## config.mk

```make
export PLATFORM = sky130hd
export DESIGN_NAME = n_bit_serial_subtractor_flat
export DESIGN_NICKNAME = d
export VERILOG_FILES = /design/src/rtl/n_bit_serial_subtractor_if.sv /design/src/rtl/n_bit_serial_subtractor.sv /design/src/flat_wrapper.sv
export SDC_FILE = /design/constraint.sdc
export NUM_CORES = 1
export LEC_CHECK = 0
export ABC_AREA = 1
export CORE_MARGIN = 3
export CORE_UTILIZATION = 47
export DETAILED_ROUTE_END_ITERATION = 8
export MAX_ROUTING_LAYER = met4
export PLACE_DENSITY_LB_ADDON = 0.2
export SETUP_SLACK_MARGIN = 0.05
export SKIP_CTS_REPAIR_TIMING = 1
export SLEW_MARGIN = 20
export SYNTH_ARGS = -nofsm -noshare
export SYNTH_HDL_FRONTEND = slang
export SYNTH_SLANG_ARGS = --single-unit
```

## constraint.sdc

```tcl
create_clock -name clk -period 2.32 [get_ports clk]
set_clock_uncertainty 0.1 [all_clocks]
set_input_delay 0.464 -clock clk [delete_from_list [all_inputs] [get_ports clk]]
set_output_delay 0.464 -clock clk [all_outputs]
set_load 0.05 [all_outputs]
```

## src/rtl/n_bit_serial_subtractor_if.sv

```systemverilog
// Operand/result handshake bundle for n_bit_serial_subtractor.
// master = operand producer / result consumer, slave = the subtractor.
interface n_bit_serial_subtractor_if #(
    parameter int WIDTH = 8
);
    logic             in_valid;
    logic             in_ready;
    logic [WIDTH-1:0] minuend;
    logic [WIDTH-1:0] subtrahend;
    logic             out_valid;
    logic             out_ready;
    logic [WIDTH-1:0] diff;
    logic             borrow_out;
    logic             busy;

    modport master (
        output in_valid, minuend, subtrahend, out_ready,
        input  in_ready, out_valid, diff, borrow_out, busy
    );

    modport slave (
        input  in_valid, minuend, subtrahend, out_ready,
        output in_ready, out_valid, diff, borrow_out, busy
    );
endinterface

```

## src/rtl/n_bit_serial_subtractor.sv

```systemverilog
// Multi-cycle unsigned subtractor: CHUNK bits per cycle, LSB chunk first, registered borrow.
// Optional macro SUB_SATURATE_EN clamps underflowing results to zero (borrow_out still 1).
module n_bit_serial_subtractor #(
    parameter int WIDTH = 8,
    parameter int CHUNK = 2
) (
    input  logic                    clk,
    input  logic                    rst_n,
    n_bit_serial_subtractor_if.slave bus
);
    localparam int NCHUNK = WIDTH / CHUNK;
    localparam int CW     = (NCHUNK > 1) ? $clog2(NCHUNK) : 1;

    if ((WIDTH < 1) || (CHUNK < 1) || ((WIDTH % CHUNK) != 0)) begin : g_param_check
        $error("n_bit_serial_subtractor: WIDTH must be a positive multiple of CHUNK");
    end

    typedef enum logic [1:0] {
        S_IDLE = 2'd0,
        S_BUSY = 2'd1,
        S_DONE = 2'd2
    } state_t;

    state_t           r_state;
    logic [CW-1:0]    r_cnt;
    logic             r_borrow;
    logic [WIDTH-1:0] r_a;
    logic [WIDTH-1:0] r_b;
    logic [WIDTH-1:0] r_res;
    logic [WIDTH-1:0] r_diff;
    logic             r_borrow_out;
    logic             r_out_valid;
    logic             r_in_ready;
    logic             r_busy;

    logic [CHUNK:0]   w_sub;
    logic [CHUNK-1:0] w_d;
    logic             w_bnext;
    logic [WIDTH-1:0] w_res_next;
    logic [WIDTH-1:0] w_final;
    logic             w_last;

    // One chunk of the ripple subtract; the extra MSB of w_sub is the outgoing borrow.
    assign w_sub      = {1'b0, r_a[CHUNK-1:0]} - {1'b0, r_b[CHUNK-1:0]} - (CHUNK+1)'(r_borrow);
    assign w_d        = w_sub[CHUNK-1:0];
    assign w_bnext    = w_sub[CHUNK];
    assign w_res_next = WIDTH'({w_d, r_res} >> CHUNK);
    assign w_last     = (r_cnt == CW'(NCHUNK - 1));

`ifdef SUB_SATURATE_EN
    assign w_final = w_bnext ? {WIDTH{1'b0}} : w_res_next;
`else
    assign w_final = w_res_next;
`endif

    // Control FSM and datapath registers; all outputs come straight from flops.
    always_ff @(posedge clk or negedge rst_n) begin
        if (!rst_n) begin
            r_state      <= S_IDLE;
            r_cnt        <= CW'(0);
            r_borrow     <= 1'b0;
            r_a          <= {WIDTH{1'b0}};
            r_b          <= {WIDTH{1'b0}};
            r_res        <= {WIDTH{1'b0}};
            r_diff       <= {WIDTH{1'b0}};
            r_borrow_out <= 1'b0;
            r_out_valid  <= 1'b0;
            r_in_ready   <= 1'b1;
            r_busy       <= 1'b0;
        end else begin
            case (r_state)
                S_IDLE: begin
                    if (bus.in_valid && r_in_ready) begin
                        r_a        <= bus.minuend;
                        r_b        <= bus.subtrahend;
                        r_borrow   <= 1'b0;
                        r_cnt      <= CW'(0);
                        r_res      <= {WIDTH{1'b0}};
                        r_in_ready <= 1'b0;
                        r_busy     <= 1'b1;
                        r_state    <= S_BUSY;
                    end
                end
                S_BUSY: begin
                    r_a      <= r_a >> CHUNK;
                    r_b      <= r_b >> CHUNK;
                    r_res    <= w_res_next;
                    r_borrow <= w_bnext;
                    r_cnt    <= r_cnt + CW'(1);
                    if (w_last) begin
                        r_diff       <= w_final;
                        r_borrow_out <= w_bnext;
                        r_out_valid  <= 1'b1;
                        r_state      <= S_DONE;
                    end
                end
                S_DONE: begin
                    // Result is held until the consumer takes it; no accept in this state.
                    if (bus.out_ready) begin
                        r_out_valid <= 1'b0;
                        r_in_ready  <= 1'b1;
                        r_busy      <= 1'b0;
                        r_state     <= S_IDLE;
                    end
                end
                default: begin
                    r_out_valid <= 1'b0;
                    r_in_ready  <= 1'b1;
                    r_busy      <= 1'b0;
                    r_state     <= S_IDLE;
                end
            endcase
        end
    end

    assign bus.in_ready   = r_in_ready;
    assign bus.out_valid  = r_out_valid;
    assign bus.diff       = r_diff;
    assign bus.borrow_out = r_borrow_out;
    assign bus.busy       = r_busy;
endmodule
```

## src/flat_wrapper.sv

```systemverilog
// flat-port wrapper written by rule: the top's interface ports become plain ports
module n_bit_serial_subtractor_flat 
#(
    parameter int WIDTH = 8,
    parameter int CHUNK = 2
)
  (clk, rst_n, bus_in_valid, bus_minuend, bus_subtrahend, bus_out_ready, bus_in_ready, bus_out_valid, bus_diff, bus_borrow_out, bus_busy);
  n_bit_serial_subtractor_if #(.WIDTH(WIDTH)) bus_i ();
  input  logic clk;
  input  logic rst_n;
  input wire logic [$bits(bus_i.in_valid)-1:0] bus_in_valid;
  input wire logic [$bits(bus_i.minuend)-1:0] bus_minuend;
  input wire logic [$bits(bus_i.subtrahend)-1:0] bus_subtrahend;
  input wire logic [$bits(bus_i.out_ready)-1:0] bus_out_ready;
  output wire logic [$bits(bus_i.in_ready)-1:0] bus_in_ready;
  output wire logic [$bits(bus_i.out_valid)-1:0] bus_out_valid;
  output wire logic [$bits(bus_i.diff)-1:0] bus_diff;
  output wire logic [$bits(bus_i.borrow_out)-1:0] bus_borrow_out;
  output wire logic [$bits(bus_i.busy)-1:0] bus_busy;
  assign bus_i.in_valid = bus_in_valid;
  assign bus_i.minuend = bus_minuend;
  assign bus_i.subtrahend = bus_subtrahend;
  assign bus_i.out_ready = bus_out_ready;
  assign bus_in_ready = bus_i.in_ready;
  assign bus_out_valid = bus_i.out_valid;
  assign bus_diff = bus_i.diff;
  assign bus_borrow_out = bus_i.borrow_out;
  assign bus_busy = bus_i.busy;
  n_bit_serial_subtractor #(.WIDTH(WIDTH), .CHUNK(CHUNK)) u_core (.clk(clk), .rst_n(rst_n), .bus(bus_i));
endmodule
```

== Word-level counts from Yosys, hierarchy flattened ==
Cells that the tools add are included.

* Flip-flop bits (word level): 41
* Input port bits: 20
* Output and inout port bits: 12
* Word-level logic and storage cells: 51

* Add/subtract/negate cells: 3
* Equality and inequality tests: 6
* Muxes and demuxes: 21
* Bitwise logic cells: 2
* Reductions and logical operators: 8

{| class="wikitable"
|+ Operator list
! cell !! count
|-
| one-hot mux 8 bit (2 select lines) || 3
|-
| two-way mux 8 bit || 3
|-
| one-hot mux 1 bit (3 select lines) || 3
|-
| AND reduction 3 bit || 3
|-
| two-way mux 2 bit || 4
|-
| one-hot mux 2 bit (3 select lines) || 1
|-
| two-way mux 1 bit || 5
|-
| equality test 2 bit (second input constant) || 2
|-
| != test 2 x 1 -> 1 bit (second input constant) || 2
|-
| one-hot mux 2 bit (2 select lines) || 1
|-
| AND reduction 2 bit || 2
|-
| subtractor 2 x 2 -> 3 bit || 1
|-
| subtractor 3 x 1 -> 3 bit || 1
|-
| adder 2 x 1 -> 2 bit (second input constant) || 1
|-
| equality test 2 x 1 -> 1 bit (second input constant) || 1
|-
| logical NOT 2 bit || 1
|-
| != test 2 bit (second input constant) || 1
|-
| NOT 1 bit || 2
|-
| one-hot mux 1 bit (2 select lines) || 1
|-
| nonzero test 2 bit || 1
|-
| logical AND 1 bit || 1
|}

== Logic depth before layout (Yosys ltp) ==
Gate-level depths: netlist (run 1).

* Depth in word-level cells: 3
* Depth in mapped cells: 8
* Depth with buffers taken out: 8

== Worst setup path after synthesis (run 1) ==
OpenSTA, ideal clock, no wires.

* Kind: reg2reg
* Start point: register u_core.r_b[0]
* End point: register u_core.r_res[7]
* Setup time: 0.083 ns
* Data arrival time: 2.047 ns
* Data required time: 2.137 ns
* Slack: 0.090 ns
* Cell stages (with the launch flop): 9
* Buffers on the path: 0
* Period minus slack after synthesis: 2.230 ns
* Path through: dfrtp_1 > inv_1 > fa_1 > inv_1 > ha_1 > or2_2 > fa_1 > inv_1 > o21ai_0

* Cells in the longest elaborated chain, start to end: 3

{| class="wikitable"
|+ RTL lines
! what !! line !! RTL
|-
| from (decl) || n_bit_serial_subtractor.sv:28 || <nowiki>logic [WIDTH-1:0] r_b;</nowiki>
|-
| from (signal assigned) || n_bit_serial_subtractor.sv:63 || <nowiki>r_b <= {WIDTH{1'b0}};</nowiki>
|-
| from (signal assigned) || n_bit_serial_subtractor.sv:75 || <nowiki>r_b <= bus.subtrahend;</nowiki>
|-
| from (signal assigned) || n_bit_serial_subtractor.sv:86 || <nowiki>r_b <= r_b >> CHUNK;</nowiki>
|-
| subtractor 2 x 2 -> 3 bit || n_bit_serial_subtractor.sv:44 || <nowiki>assign w_sub = {1'b0, r_a[CHUNK-1:0]} - {1'b0, r_b[CHUNK-1:0]} - (CHUNK+1)'(r_borrow);</nowiki>
|-
| subtractor 3 x 1 -> 3 bit || n_bit_serial_subtractor.sv:44 ||
|-
| named net u_core.w_sub[1] || n_bit_serial_subtractor.sv:36 || <nowiki>logic [CHUNK:0] w_sub;</nowiki>
|-
| one-hot mux 8 bit (2 select lines) || n_bit_serial_subtractor.sv:71 || <nowiki>case (r_state)</nowiki>
|-
| to (signal assigned) || n_bit_serial_subtractor.sv:64 || <nowiki>r_res <= {WIDTH{1'b0}};</nowiki>
|-
| to (signal assigned) || n_bit_serial_subtractor.sv:78 || <nowiki>r_res <= {WIDTH{1'b0}};</nowiki>
|-
| to (signal assigned) || n_bit_serial_subtractor.sv:87 || <nowiki>r_res <= w_res_next;</nowiki>
|-
| to (decl) || n_bit_serial_subtractor.sv:29 || <nowiki>logic [WIDTH-1:0] r_res;</nowiki>
|}

The timed path passes the listed nets, and every way through them passes these cells.
A chain may end at the register's enable or synchronous reset.

== Worst setup path after layout (run 1) ==
* Start point: register u_core.r_borrow
* End point: register u_core.r_diff[7] (netlist: u_core.bus.diff[7])

* Cells in the longest elaborated chain, start to end: 1

{| class="wikitable"
|+ RTL lines
! what !! line !! RTL
|-
| from (decl) || n_bit_serial_subtractor.sv:26 || <nowiki>logic r_borrow;</nowiki>
|-
| from (signal assigned) || n_bit_serial_subtractor.sv:88 || <nowiki>r_borrow <= w_bnext;</nowiki>
|-
| subtractor 3 x 1 -> 3 bit || n_bit_serial_subtractor.sv:44 ||
|-
| named net u_core.w_sub[1] || n_bit_serial_subtractor.sv:36 ||
|-
| to (signal assigned) || n_bit_serial_subtractor.sv:65 || <nowiki>r_diff <= {WIDTH{1'b0}};</nowiki>
|-
| to (signal assigned) || n_bit_serial_subtractor.sv:91 || <nowiki>r_diff <= w_final;</nowiki>
|-
| to (decl) || n_bit_serial_subtractor.sv:30 || <nowiki>logic [WIDTH-1:0] r_diff;</nowiki>
|}

The timed path passes the listed nets, and every way through them passes these cells.

==> out/qor.log, run 1 <==
qor: run_status.status finished clean
qor: layout.diodes 0
qor: placement.buffer_ports.inserted 31
qor: worst_setup_path.setup.worst_path.class register to register
qor: layout.utilization 0.605
qor: worst_setup_path.cp.arrival 2.36 ns
qor: floorplanning.placement_rows 22
qor: worst_setup_path.crit_path_max_fanout 2
qor: floorplanning.die_area 0.00480 mm²
qor: worst_setup_path.crit_end_category register
qor: cts.clockRootBuffer clkbuf_8
qor: global_route.number_of_antenna_violations_at_the_first_check_in_global_routing 0
qor: global_route.grt_util_all_layers 0.163
qor: sta.rsz0062_at_grt yes
qor: global_route.first_global_vias 1401
qor: synthesis.yosys_warnings 0
qor: power_and_ir_drop.power_switching_share 0.450
qor: power_and_ir_drop.power.density 1480 mW/mm²
qor: floorplanning.core_region_area 0.00377 mm²
qor: cts.cts_made_buffers 5
qor: synthesis.ys_ff_latch 39
qor: floorplanning.chipWidth 69.3 µm
qor: global_route.first_pass_grt_wire_length 6.10 mm
qor: sta.report.final.hold_viol_count 0
qor: routing.detailedRoute.firstPassIterationCount 6
qor: sta.tightest_slew 0.499 ns
qor: power_and_ir_drop.power_switching 1520 µW
qor: sta.fmaxAchievable 448 MHz
qor: cts.ctsHtreeMaxLevel 2
qor: routing.vias_per_cell 5.04
qor: layout.final_nets 268
qor: routing.drt-initial-drc-count 121
qor: cts.clkLatencyLatePin 0.30 ns
qor: layout.area.growth.synth_to_final 21.3%
qor: sta.layout_min_cycle_time 2.23 ns
qor: layout.final.fill_count 366
qor: power_and_ir_drop.clockPowerShare 0.150
qor: floorplanning.floorplan.initialDensity 0.499
qor: layout.mostFrequentLayoutCell nand2_1
qor: power_and_ir_drop.totalPowerFinal 3370 µW
qor: placement.place_inst 284
qor: routing.routed_wirelength 3.49 mm
qor: power_and_ir_drop.logic_gate_share_of_total_power 0.503
qor: sta.timing.final.setup_violations 0
qor: min_path.min-delay-path-class primary input to asynchronous set/reset pin
qor: cts.clk_transition_reported_paths 0.07 ns
qor: synthesis.cells_after_synth 214
qor: synthesis.ys_types 24
qor: power_and_ir_drop.internal-power 1850 µW
qor: sta.fin_crit_sh 0.963
qor: layout.post_route_cells_drive_above_1_share 0.102
qor: power_and_ir_drop.seqPwrFrac 0.347
qor: synthesis.synth_sequential_area_ratio 0.520
qor: job.number_of_maximum_capacitance_constraint_violations 0
qor: worst_setup_path.worstPathRequired 2.44 ns
qor: sta.finalMaxSlewViolations 0
qor: routing.num_vias 1473
qor: cts.clock_tree_from_tritoncts done
qor: placement.place_hpwl 2.28 mm
qor: sta.timing.slew.headroom 0.666
qor: routing.wl_per_cell 12.0 µm
qor: floorplanning.die_height 69.3 µm
qor: placement.gp_congestion 0.779
qor: power_and_ir_drop.power.static_leakage 0.00115 µW
qor: synthesis.mappedNetlistNets 239
qor: worst_setup_path.crit_path_start_kind register
qor: layout.layout.cells.most_common_list nand2_1, nand3_1, dfrtp_1
qor: synthesis.syn-mean-instance-area 8.79 µm²
qor: routing.route.antenna.remaining_nets 0
qor: global_route.grt_remaining_overflow 0
qor: floorplanning.io-pin-count 32
qor: global_route.pin_count_of_the_biggest_net_entering_global_routing 48
qor: cts.cts_sinks 39
qor: power_and_ir_drop.vdd_drop_max 0.874 mV
qor: routing.drc 0
qor: synthesis.synth.cell_area 0.00188 mm²
qor: layout.non_filler_instances 292
qor: cts.cts.path.max_buffers 2
-- Yosys cell counts --
cell type  number  area [µm²]
a21oi_1         1        5.00
buf_12          1        20.0
buf_2           4        20.0
buf_4           2        15.0
buf_6           4        45.0
buf_8           1        15.0
dfrtp_1        38         951
dfstp_2         1        26.3
fa_1            2        40.0
ha_1            3        37.5
inv_1          11        41.3
inv_2           2        7.51
nand2_1        76         285
nand2_2         1        6.26
nand2_4         2        22.5
nand3_1        38         190
nand3_4         1        17.5
nor2_1          7        26.3
nor2_4          1        11.3
o21ai_0        13        65.1
o21ai_1         2        10.0
o31ai_1         1        7.51
or2_2           1        6.26
xor2_1          1        8.76
-- state kept, by name, summed over array words and instances, names as in the netlist --
register               count
u_core.r_borrow            1
u_core.bus.busy            1
u_core.r_state             2
u_core.r_a                 8
u_core.r_b                 8
u_core.bus.in_ready        1
u_core.bus.borrow_out      1
u_core.bus.diff            8
u_core.r_cnt               2
u_core.bus.out_valid       1
u_core.r_res               6
-- power by group through the flow --
stage / Combinational (µW) / Sequential (µW) / Clock (µW)
3_5_place_dp: 1650 / 1180 / 0
4_1_cts: 1650 / 1170 / 513
3_3_place_gp: 1620 / 1170 / 0
2_1_floorplan: 1100 / 1430 / 0
5_1_grt: 1910 / 1210 / 543
6_report: 1700 / 1170 / 505
-- stage by stage --
stage               hold slack (ns)  setup TNS, ns  instance area [µm²]  setup WS, ns
floorplan                    0.0684              0                 1880        0.0902
global placement              0.348              0                 2170        0.0586
detailed placement            0.349       -0.00402                 2170      -0.00299
CTS                          0.0293       -0.00856                 2270      -0.00510
global route                 0.0418              0                 2280        0.0250
finish                       0.0178              0                 2280        0.0860
-- critical path: stages (launching register included) --
cell	delay, ns
dfrtp_1	0.36
inv_2	0.04
fa_1	0.55
inv_1	0.05
ha_2	0.16
or2_4	0.22
fa_1	0.52
inv_2	0.05
o21ai_2	0.10
-- routing by layer --
metal / track usage / wire length, µm
met1: 0.218 / 1700
met2: 0.232 / 1580
met3: 0.0406 / 135
met4: 0.0781 / 74
met5: - / 0
-- cell type report --
| type | count | area (µm²) | area share |
|---|---|---|---|
| clock buffer | 8 | 100 | 0.0439 |
| inverter | 13 | 48.8 | 0.0214 |
| multi-input combinational | 150 | 752 | 0.330 |
| sequential | 39 | 977 | 0.428 |
| tap | 48 | 60.1 | 0.0263 |
| timing repair buffer | 34 | 343 | 0.150 |
-- cell families after synthesis --
family                     share of synthesized area
and+or+nand+nor                                0.301
buffers and inverters                         0.0872
xor gates and xnor gates                     0.00466
DFF                                            0.520
AOI/OAI and AO/OA                             0.0466
adders and majority gates                     0.0413
-- path summary, 6_finish.rpt --
check / from / endpoint / slack [ns] / cells past startpoint
hold / removal: rst_n / u_core.r_b[2]$_DFFE_PN0P_ / 0.02 / 2
setup reg to reg: u_core.r_borrow$_DFFE_PN0P_ / u_core.bus.diff[7]$_DFFE_PN0P_ / 0.09 / 8
hold reg to reg: u_core.bus.diff[0]$_DFFE_PN0P_ / u_core.bus.diff[0]$_DFFE_PN0P_ / 0.39 / 2
max in group asynchronous: rst_n / u_core.bus.in_ready$_DFFE_PN1P_ / 1.85 / 2
min in group clk: u_core.bus.diff[0]$_DFFE_PN0P_ / u_core.bus.diff[0]$_DFFE_PN0P_ / 0.39 / 2
setup / recovery: u_core.r_borrow$_DFFE_PN0P_ / u_core.bus.diff[7]$_DFFE_PN0P_ / 0.09 / 8
(Power assumes the default switching activity.)
==> run 2, diff against run 1 <==
REMOVE_ABC_BUFFERS = 1   (was not set)
==> run 2 against run 1 <==
Net effect: critical path depth unchanged; flip-flop and latch count unchanged; critical endpoint is now u_core.r_res[7]$_DFFE_PN0P_; die area unchanged; sequential power about the same; cell area increased by 0.11%; combinational power about the same.
==> out/qor.log, run 2 (synthesis gave the netlist of run 1 again) <==
qor: cts.cts_made_buffers 5
qor: power_and_ir_drop.totalPowerFinal 3360 µW
qor: routing.vias_per_cell 4.84
qor: worst_setup_path.worstPathRequired 2.43 ns
qor: worst_setup_path.setup.worst_path.class register to register
qor: layout.post_route_cells_drive_above_1_share 0.110
qor: worst_setup_path.cpPeakStageDelay 0.56 ns
qor: power_and_ir_drop.vdd_drop_max 0.553 mV
qor: layout.final_nets 270
qor: sta.finalMaxSlewViolations 0
qor: floorplanning.core_region_area 0.00377 mm²
qor: layout.register_area 977 µm²
qor: placement.place_worst_setup_slack -0.0515 ns
qor: layout.final_area 0.00228 mm²
qor: sta.tightest_slew 0.534 ns
qor: layout.combined_area_of_the_multi_input_logic_cells 752 µm²
qor: power_and_ir_drop.power.density 1470 mW/mm²
qor: worst_setup_path.crit_path_max_fanout 2
qor: worst_setup_path.critPathSlowestCell fa_1
qor: global_route.grt_util_all_layers 0.155
qor: floorplanning.chipWidth 69.3 µm
qor: floorplanning.floorplan.initialDensity 0.499
qor: floorplanning.die_area 0.00480 mm²
qor: cts.cts_sinks 39
qor: run_status.status finished clean
qor: worst_setup_path.critical_path.reg2reg.endpoint u_core.r_res[7]$_DFFE_PN0P_
qor: worst_setup_path.worstReg2RegStart u_core.r_borrow$_DFFE_PN0P_
qor: routing.wl_per_cell 11.6 µm
qor: power_and_ir_drop.power.static_leakage 0.00116 µW
qor: layout.layout.cells.most_common_list nand2_1, nand3_1, dfrtp_1
qor: sta.whs 0.0585 ns
qor: worst_setup_path.crit_end_category register
qor: sta.report.final.hold_viol_count 0
qor: placement.gp_congestion 0.759
qor: global_route.first_global_vias 1413
qor: sta.timing.slew.headroom 0.644
qor: layout.final.fill_count 355
qor: cts.clk_transition_reported_paths 0.07 ns
qor: worst_setup_path.cp.arrival 2.39 ns
qor: sta.fin_crit_sh 0.985
qor: global_route.first_pass_grt_wire_length 5.93 mm
qor: cts.clkLatencyLatePin 0.28 ns
qor: global_route.met3_usage 0.0391
qor: global_route.grt_remaining_overflow 0
qor: routing.drc 0
qor: placement.buffer_ports.inserted 31
qor: layout.mostFrequentLayoutCell nand2_1
qor: floorplanning.placement_rows 22
qor: cts.cts.path.max_buffers 2
qor: cts.clock_tree_from_tritoncts done
qor: sta.rsz0062_at_grt yes
qor: global_route.grt_util_met1 0.192
qor: worst_setup_path.setup_slack_reg_to_reg 0.04 ns
qor: placement.place_hpwl 2.37 mm
qor: worst_setup_path.worst-r2r-cell-count 8
qor: sta.timing.final.setup_violations 0
qor: global_route.number_of_antenna_violations_at_the_first_check_in_global_routing 0
qor: sta.setup_ws 0.0352 ns
qor: routing.routed_wirelength 3.41 mm
qor: sta.fmaxAchievable 438 MHz
qor: global_route.pin_count_of_the_biggest_net_entering_global_routing 48
qor: layout.diodes 0
qor: global_route.gr-usage-met2 0.249
qor: layout.utilization 0.606
qor: routing.num_vias 1423
qor: job.number_of_maximum_capacitance_constraint_violations 0
qor: cts.clockRootBuffer clkbuf_8
qor: floorplanning.io-pin-count 32
qor: sta.layout_min_cycle_time 2.28 ns
qor: cts.ctsHtreeMaxLevel 2
qor: floorplanning.die_height 69.3 µm
qor: min_path.min-delay-path-class primary input to asynchronous set/reset pin
qor: worst_setup_path.ordered_list_of_cells_on_the_worst_path inv_2, fa_1, inv_1, ha_2, or2_4, fa_1, inv_2, o21ai_2
qor: placement.place_area 0.00216 mm²
qor: routing.route.antenna.remaining_nets 0
qor: layout.area.growth.synth_to_final 21.4%
qor: routing.drt-initial-drc-count 101
qor: global_route.gr-max-usage-layer met2
qor: worst_setup_path.crit_path_start_kind register
qor: routing.detailedRoute.firstPassIterationCount 4
run 2: critical path: cells and delay by family (launching register included):
kind                     cells  cell delay [ns]
AO/OA/AOI/OAI                1             0.10
adder cells (fa/ha/maj)      3             1.27
buffers and inverters        3             0.14
flip-flops                   1             0.36
AND/OR/NAND/NOR              1             0.23
run 2: worst max path at each step:
stage	to	cells past startpoint	slack, ns	start
finish	u_core.r_res[7]$_DFFE_PN0P_	8	0.04	u_core.r_borrow$_DFFE_PN0P_
global route	u_core.r_res[7]$_DFFE_PN0P_	8	-0.08	u_core.r_borrow$_DFFE_PN0P_
CTS	u_core.r_res[7]$_DFFE_PN0P_	8	-0.06	u_core.r_b[0]$_DFFE_PN0P_
detailed placement	u_core.r_res[7]$_DFFE_PN0P_	8	-0.05	u_core.r_b[0]$_DFFE_PN0P_
global placement	u_core.r_res[7]$_DFFE_PN0P_	8	0.06	u_core.r_b[0]$_DFFE_PN0P_
floorplan	u_core.r_res[7]$_DFFE_PN0P_	8	0.09	u_core.r_b[0]$_DFFE_PN0P_
run 2: power breakdown:
| group | switching (µW) | internal, µW |
|---|---|---|
| clock | 216 | 271 |
| sequential | 186 | 982 |
| combinational | 1090 | 610 |
| total | 1490 | 1860 |
run 2: stage by stage:
stage	cells	setup TNS (ns)
2_1_floorplan	202	0
3_3_place_gp	285	0
3_5_place_dp	285	-0.0515
4_1_cts	293	-0.0577
5_1_grt	294	-0.208
6_report	294	0
run 2: area by class of cell:
| type | count | share of cell area |
|---|---|---|
| Sequential cell | 39 | 0.428 |
| Tap cell | 48 | 0.0263 |
| Multi-Input combinational cell | 150 | 0.329 |
| Clock buffer | 8 | 0.0438 |
| Timing Repair Buffer | 36 | 0.151 |
| Inverter | 13 | 0.0214 |
run 2: per-layer routing:
metal / share of wire / up-vias
li1: - / 744
met1: 0.48 / 642
met2: 0.46 / 32
met3: 0.051 / 5
met4: 0.010 / 0
met5: 0 / -
